### src/rtl/counter_sequencer_pkg.sv
// counter_sequencer_pkg: shared state encoding, default sizing and prescaler width helper
package counter_sequencer_pkg;
  typedef enum logic [1:0] {ST_IDLE = 2'b00, ST_RUN = 2'b01, ST_PAUSE = 2'b10, ST_HOLD = 2'b11} state_t;
  localparam int WIDTH = 5;
  localparam int PRESCALE = 4;
  function automatic int cnt_w(input int n);
    return n > 1 ? $clog2(n) : 1;
  endfunction
endpackage

### src/rtl/counter_sequencer_if.sv
// counter_sequencer_if: control commands in, count value and status out
interface counter_sequencer_if #(parameter int WIDTH = counter_sequencer_pkg::WIDTH);
  import counter_sequencer_pkg::*;
  logic start;
  logic pause;
  logic clear;
  logic auto_reload;
  logic [WIDTH-1:0] max_val;
  logic [WIDTH-1:0] value;
  logic busy;
  logic done;
  state_t state;
  modport master (output start, pause, clear, auto_reload, max_val, input value, busy, done, state);
  modport slave (input start, pause, clear, auto_reload, max_val, output value, busy, done, state);
endinterface

### src/rtl/counter_sequencer_tick_gen.sv
// tick_gen: prescaler producing one tick every PRESCALE enabled cycles
module tick_gen
  import counter_sequencer_pkg::*;
#(
  parameter int PRESCALE = 4
) (
  input  logic clk,
  input  logic rst_n,
  input  logic en,
  input  logic clr,
  output logic tick
);
  localparam int CW = cnt_w(PRESCALE);
  logic [CW-1:0] cnt;
  assign tick = en && cnt == CW'(PRESCALE - 1);
  always_ff @(posedge clk)
    cnt <= (!rst_n || clr || tick) ? '0 : en ? cnt + 1'b1 : cnt;
endmodule

### src/rtl/counter_sequencer.sv
// counter_sequencer: start/pause/resume/clear sequencing of a prescaled up-counter
module counter_sequencer
  import counter_sequencer_pkg::*;
#(
  parameter int WIDTH = counter_sequencer_pkg::WIDTH,
  parameter int PRESCALE = counter_sequencer_pkg::PRESCALE
) (
  input logic clk,
  input logic rst_n,
  counter_sequencer_if.slave bus
);
  state_t st, st_n;
  logic [WIDTH-1:0] val, val_n, lim, lim_n;
  logic done_q, done_n, run, tick, term;
  // a resume edge counts like any other RUN edge, so the prescaler advances on it
  assign run = !bus.clear && !bus.pause && (st == ST_RUN || (st == ST_PAUSE && bus.start));
  assign term = tick && val == lim;
  tick_gen #(.PRESCALE(PRESCALE)) u_tick (
    .clk(clk),
    .rst_n(rst_n),
    .en(run),
    .clr(bus.clear || st == ST_IDLE || st == ST_HOLD),
    .tick(tick)
  );
  always_comb begin
    st_n = st;
    val_n = val;
    lim_n = lim;
    done_n = 1'b0;
    if (bus.clear) begin
      st_n = ST_IDLE;
      val_n = '0;
    end else if (bus.pause) begin
      st_n = st == ST_RUN ? ST_PAUSE : st;
    end else if (bus.start && (st == ST_IDLE || st == ST_HOLD)) begin
      st_n = ST_RUN;
      val_n = '0;
      lim_n = bus.max_val;
    end else if (run) begin
      st_n = term && !bus.auto_reload ? ST_HOLD : ST_RUN;
      val_n = !tick ? val : !term ? val + 1'b1 : bus.auto_reload ? '0 : val;
      done_n = term;
    end
  end
  always_ff @(posedge clk) begin
    if (!rst_n) begin
      st <= ST_IDLE;
      val <= '0;
      lim <= '0;
      done_q <= 1'b0;
    end else begin
      st <= st_n;
      val <= val_n;
      lim <= lim_n;
      done_q <= done_n;
    end
  end
  assign bus.value = val;
  assign bus.busy = st == ST_RUN || st == ST_PAUSE;
  assign bus.done = done_q;
  assign bus.state = st;
endmodule

### src/flat_wrapper.sv
// flat-port wrapper written by rule: the top's interface ports become plain ports
module counter_sequencer_flat import counter_sequencer_pkg::*;
#(
  parameter int WIDTH = counter_sequencer_pkg::WIDTH,
  parameter int PRESCALE = counter_sequencer_pkg::PRESCALE
)
  (clk, rst_n, bus_start, bus_pause, bus_clear, bus_auto_reload, bus_max_val, bus_value, bus_busy, bus_done, bus_state);
  counter_sequencer_if #(.WIDTH(WIDTH)) bus_i ();
  input logic clk;
  input logic rst_n;
  input wire logic [$bits(bus_i.start)-1:0] bus_start;
  input wire logic [$bits(bus_i.pause)-1:0] bus_pause;
  input wire logic [$bits(bus_i.clear)-1:0] bus_clear;
  input wire logic [$bits(bus_i.auto_reload)-1:0] bus_auto_reload;
  input wire logic [$bits(bus_i.max_val)-1:0] bus_max_val;
  output wire logic [$bits(bus_i.value)-1:0] bus_value;
  output wire logic [$bits(bus_i.busy)-1:0] bus_busy;
  output wire logic [$bits(bus_i.done)-1:0] bus_done;
  output wire logic [$bits(bus_i.state)-1:0] bus_state;
  assign bus_i.start = bus_start;
  assign bus_i.pause = bus_pause;
  assign bus_i.clear = bus_clear;
  assign bus_i.auto_reload = bus_auto_reload;
  assign bus_i.max_val = bus_max_val;
  assign bus_value = bus_i.value;
  assign bus_busy = bus_i.busy;
  assign bus_done = bus_i.done;
  assign bus_state = bus_i.state;
  counter_sequencer #(.WIDTH(WIDTH), .PRESCALE(PRESCALE)) u_core (.clk(clk), .rst_n(rst_n), .bus(bus_i));
endmodule
### config.mk
export PLATFORM = sky130hd
export DESIGN_NAME = counter_sequencer_flat
export DESIGN_NICKNAME = d
export VERILOG_FILES = /design/src/rtl/counter_sequencer_pkg.sv /design/src/rtl/counter_sequencer_if.sv /design/src/rtl/counter_sequencer_tick_gen.sv /design/src/rtl/counter_sequencer.sv /design/src/flat_wrapper.sv
export SDC_FILE = /design/constraint.sdc
export NUM_CORES = 1
export LEC_CHECK = 0
export CAP_MARGIN = 20
export CORE_ASPECT_RATIO = 1.1
export CORE_MARGIN = 8
export CORE_UTILIZATION = 43
export DETAILED_ROUTE_END_ITERATION = 6
export PLACE_DENSITY = 0.73
export SLEW_MARGIN = 10
export SYNTH_ARGS = -nofsm -noshare
export SYNTH_HDL_FRONTEND = slang
export SYNTH_SLANG_ARGS = --single-unit
### constraint.sdc
create_clock -name clk -period 1.9 [get_ports clk]
set_input_delay 0.285 -clock clk [delete_from_list [all_inputs] [get_ports clk]]
set_output_delay 0.285 -clock clk [all_outputs]
set_load 0.05 [all_outputs]
; ---- After elaboration in Yosys (flattened, before gate mapping)
; Cells that the tools add are included.
[totals]
ff_bits = 15
in_bits = 11
wordCells = 55
[op_classes]
n_addsub = 2
n_eq_ne = 7
muxes = 10
bitwise = 4
n_reduce_logical = 27
[op_table]
columns = op, count
row1 = 5-bit two-way mux, 5
row2 = 2-bit two-way mux, 5
row3 = 1-bit logical AND, 7
row4 = 1-bit logical OR, 7
row5 = 2-bit == test (second input constant), 3
row6 = 5-bit by 1-bit adder with 5-bit output (second input constant), 1
row7 = 5-bit == test, 1
row8 = 5-bit OR reduction, 1
row9 = 1-bit zero test, 4
row10 = 1-bit NOT, 4
row11 = 4-bit AND reduction, 1
row12 = 2-bit nonzero test, 2
row13 = 3-bit != test (second input constant), 1
row14 = 3-bit AND reduction, 1
row15 = 3-bit nonzero test, 1
row16 = 2-bit by 1-bit adder with 2-bit output (second input constant), 1
row17 = 2-bit by 1-bit == test with 1-bit output (second input constant), 1
row18 = 2-bit zero test, 1
row19 = 2-bit by 1-bit != test with 1-bit output (second input constant), 1
row20 = 2-bit AND reduction, 1
row21 = 2-bit OR reduction, 1

; ---- Logic depth before layout (Yosys ltp)
; Gate-level depths: netlist of the first run.
[depth]
depth_word = 11
ltp_mapped = 8

; ---- Modules after synthesis
; From an unflattened synthesis of the first run, not the netlist that was laid out.
[unflattened]
hier_cells = 88
hier_area_um2 = 853.3
[by_module_without_submodules]
columns = module, instances, cells_per_inst, area_each_um2, seq_area_each_um2
row1 = counter_sequencer, 1, 77, 745.7, 260.2
row2 = tick_gen, 1, 11, 107.6, 40.0

; ---- Worst setup path after synthesis of the first run
; Ideal clock, no wire load.
[synth_path]
path_type = flip-flop to flip-flop
from = register u_core.st[1] (netlist: u_core.bus.state[1])
to = register u_core.val[2] (netlist: u_core.bus.value[2])
setup_ns = 0.122
arrival_time_ns = 2.432
required_ns = 1.778
path_slack_ns = -0.654
path_stages_with_launch = 8
n_path_buf = 0
period_less_slack_ns = 2.554
path_cell_list = dfxtp_1 -> inv_1 -> ha_1 -> nand2b_1 -> nand2_1 -> nor4_1 -> a221o_1 -> a221o_1
[synth_via]
elab_chain_len = 10
[synth_rtl]
columns = item, line
row1 = "start, declared", counter_sequencer.sv:12  ; state_t st, st_n;
row2 = "start signal, assigned", counter_sequencer.sv:52  ; st <= st_n;
row3 = 2-bit == test, counter_sequencer.sv:16  ; assign run = !bus.clear && !bus.pause && (st == ST_RUN || (st == ST_PAUSE && bus.start));
row4 = 1-bit logical AND, counter_sequencer.sv:16
row5 = 1-bit logical OR, counter_sequencer.sv:16
row6 = 1-bit logical AND, counter_sequencer.sv:16
row7 = 1-bit logical AND, counter_sequencer_tick_gen.sv:15  ; assign tick = en && cnt == CW'(PRESCALE - 1);
row8 = 1-bit logical AND, counter_sequencer.sv:17  ; assign term = tick && val == lim;
row9 = 5-bit two-way mux (2 in a row), counter_sequencer.sv:41  ; val_n = !tick ? val : !term ? val + 1'b1 : bus.auto_reload ? '0 : val;
row10 = 5-bit two-way mux, counter_sequencer.sv:39  ; end else if (run) begin
row11 = 5-bit two-way mux, counter_sequencer.sv:35  ; end else if (bus.start && (st == ST_IDLE || st == ST_HOLD)) begin
row12 = "end signal, assigned", counter_sequencer.sv:53  ; val <= val_n;
row13 = "end, declared", counter_sequencer.sv:13  ; logic [WIDTH-1:0] val, val_n, lim, lim_n;
; Several ways; a longest one is shown, not always the timed one. The select of a mux whose other input is x is not followed.
; A chain may end at the register's enable or synchronous reset.

; ---- Worst setup path in the final report of the first run
[layout_path]
from = register u_core.st[0] (netlist: u_core.bus.state[0])
to = register u_core.val[4] (netlist: u_core.bus.value[4])
; Same word-level chain as after synthesis.

==> results of run 1 <==
==> worst max-delay path by stage <==
stage | slack [ns] | depth (start not counted) | from | to
final | -0.11 | 7 | u_core.bus.state[0]$_SDFFE_PP0P_ | u_core.bus.value[4]$_SDFFE_PP0P_
after global routing | -0.15 | 7 | u_core.bus.state[0]$_SDFFE_PP0P_ | u_core.bus.value[4]$_SDFFE_PP0P_
after CTS | -0.1 | 7 | u_core.bus.state[0]$_SDFFE_PP0P_ | u_core.bus.value[4]$_SDFFE_PP0P_
after detailed placement | -0.39 | 5 | bus_start | u_core.bus.value[4]$_SDFFE_PP0P_
after global placement | -0.36 | 5 | bus_start | u_core.bus.value[2]$_SDFFE_PP0P_
after floorplan | -0.13 | 5 | u_core.bus.state[0]$_SDFFE_PP0P_ | u_core.bus.value[2]$_SDFFE_PP0P_
==> area by class of cell <==
class / instances / area (um^2)
inverter: 2 / 12.5
clock buffer: 3 / 22.5
timing repair buffer: 37 / 307
multi-input combinational: 68 / 588
clock inverter: 1 / 7.51
fill: 172 / 677
tap: 28 / 35.0
sequential: 15 / 308
==> repair_timing <==
item                                    CTS  global route
pin swaps                                 3             0
endpoints found under the setup margin    7             6
endpoints found under the hold margin     0             0
gates resized for setup                   2             0
setup buffers                             0             0
==> flip-flops by register name, indices dropped and copies added, names as in the netlist <==
signal and count:
u_core.u_tick.cnt 2, u_core.bus.value 5, u_core.bus.state 2, u_core.bus.done 1, u_core.lim 5
==> per-stage QoR <==
stage	area (um^2)	power (mW)
after floorplan	920	0.405
after global placement	1250	0.462
after detailed placement	1250	0.465
after CTS	1280	0.657
after global routing	1280	0.680
final	1280	0.648
==> kinds of logic after synthesis <==
logic type / after synthesis / share of synthesized area (%)
AOI/OAI and AO/OA: 13 / 14.5
xor gates and xnor gates: 5 / 5.06
adders and majority gates: 6 / 8.67
buffers and inverters: 4 / 2.60
DFF: 15 / 34.7
muxes: 7 / 8.24
and+or+nand+nor: 37 / 26.3
==> per-layer routing <==
layer / vias up / wire [um] / global-route usage [%]
met3: 0 / 120 / 3.65
met1: 347 / 874 / 12.6
met5: - / 0 / 0
li1: 402 / - / -
met2: 23 / 1020 / 18.9
met4: 0 / 0 / 2.69
==> where the power goes <==
part           internal, mW  switching (mW)
combinational        0.0693          0.0637
sequential            0.318         0.00579
clock                0.0799           0.111
total                 0.467           0.180
==> cells in the final DEF, fill, tap and decap left out, types with 4 or more instances in the layout <==
cell and count:
a21oi_1 4, nor2_1 4, mux2i_1 6, a221o_1 4
nor2b_1 8, dfxtp_1 13, nand2_1 5, xnor2_1 5
buf_4 25, clkdlybuf4s50_1 11
==> critical path: cells and delay by family, from the launching register on <==
family	cells	cell delay (ns)
AO/OA/AOI/OAI	3	0.61
flip-flops	1	0.38
adder cells (fa/ha/maj)	1	0.11
buffers and inverters	1	0.06
AND/OR/NAND/NOR	2	0.74
==> impl_metrics.csv, run 1 <==
group,metric,value,unit
worst_setup_path,startpoint_type,"flip-flop",
timing,holdWs,0.531,ns
cts,clock_latency,0.29,ns
synthesis,synth_common_cells,"dfxtp_1, nor2b_1, ha_1, mux2i_1",
route,drtPass1Iterations,4,
synthesis,yosysWarnings,0,
flow_run,cap_violations,0,
placed_design,port_buffers,19,
global_routing,grt_start_max_net_pins,11,
final_layout,nets,144,
global_routing,antenna_found_initial,0,
route,wl_per_cell,13.1,um
worst_setup_path,arrival,2.19,ns
global_routing,grt_usage,11.0,%
worst_setup_path,rr_endpoint,"u_core.bus.value[4]$_SDFFE_PP0P_",
timing,worst_slew_pin_slew,0.499,ns
final_layout,instances_no_fill,154,
synthesis,synth_ff_type,"dfxtp_1",
synthesis,ys_types,30,
pwr,p_per_area,506,nW/um^2
synthesis,async_reset_ff_share,0,%
outcome,status,"finished with violations",
hold_path,whs_endpoint,"u_core.u_tick.cnt[1]$_SDFFE_PP0P_",
floorplan,dieArea,3710,um^2
worst_setup_path,critPathSlowestCell,"or4b_4",
cts,cts_root_buf,"clkbuf_4",
hold_path,min-delay-start,"u_core.u_tick.cnt[1]$_SDFFE_PP0P_",
outcome,violations,"negative setup slack",
route,drt-total-wl,2.01,mm
floorplan,die_h,63.1,um
floorplan,start_util,44.2,%
timing,finalCriticalPeriod,2.01,ns
cts,cts.clk_slew.worst_paths,0.10,ns
synthesis,syn_inst,87,
placed_design,dp.cells,150,
timing,layout_setup_ws,-0.107,ns
synthesis,syn-num-nets,104,
synthesis,yosys.area.top_type_share,34.7,%
synthesis,post_synth.cell_area_avg,9.95,um^2
route,via_count,772,
timing,hold_viol,0,
hold_path,hold_class,"flip-flop to flip-flop",
pwr,ir_drop,0.378,mV
floorplan,rows,17,
synthesis,synth_area,866,um^2
synthesis,ys_ff_latch,15,
timing,setup_violations,5,
route,drc,0,
worst_setup_path,worstSetupPathType,"flip-flop to flip-flop",
placed_design,pre_cts_slack,-0.395,ns
final_layout,final_util,65.4,%
route,vias_per_cell,5.01,
worst_setup_path,rrSetupSlack,-0.11,ns
route,antenna_left,0,
placed_design,gp_congestion,0.818,
synthesis,seq_area_frac_synth,34.7,%
timing,finalCritPeriodShare,106,%
floorplan,io_pins,20,
worst_setup_path,worstPathRequired,2.08,ns
hold_path,min_path_cells,2,
cts,cts-buffers-inserted,3,
timing,rsz0062_at_grt,"yes",
timing,finClkSkew,0.00811,ns
final_layout,num_antenna_cells,0,
worst_setup_path,cp_slowest_stage_delay,0.56,ns
route,drt-initial-drc-count,22,
cts,cts_hold_buffers,0,
placed_design,place.detailed.hpwl,1.66,mm
cts,cts.sinks,15,
global_routing,grt_pass1_vias,766,
worst_setup_path,critical_path.max_fanout,5,
global_routing,overflow,0,
floorplan,die_w,58.8,um
cts,cts-htree-levels,1,
synthesis,synth_edf_count,0,
timing,slew_headroom,66.6,%
worst_setup_path,crit_chain,"inv_4, ha_4, a21oi_2, or4b_4, o31a_1, and3_1, a221o_1",
timing,drv_slew,0,
worst_setup_path,cp-end-kind,"flip-flop",
floorplan,core,1960,um^2
synthesis,synth.most_common_cell,"dfxtp_1",
cts,cts_tree,"built",
cts,clk_path_buf_depth,2,
final_layout,layout-drive-gt1-share,34.9,%
synthesis,yosys-top-cells-area,"dfxtp_1, ha_1, mux2i_1, nor2b_1, xnor2_1",
global_routing,grt_pass1_wl,3.31,mm
timing,fmax,0.498,GHz
pwr,leakage,0.521,nW
timing,setup_tns,-0.407,ns
worst_setup_path,reg2reg_depth,7,
synthesis,yosys.area.top_type,"dfxtp_1",
final_layout,area_growth_syn_to_layout,47.8,%
worst_setup_path,r2r_start,"u_core.bus.state[0]$_SDFFE_PP0P_",
Power figures use the tool's default switching activity.
==> run 2, diff against run 1 <==
- CTS_CLUSTER_DIAMETER: not set -> 100
==> results of run 2 <==
Same layout as run 1: the final DEF is identical, and so are final timing and power.
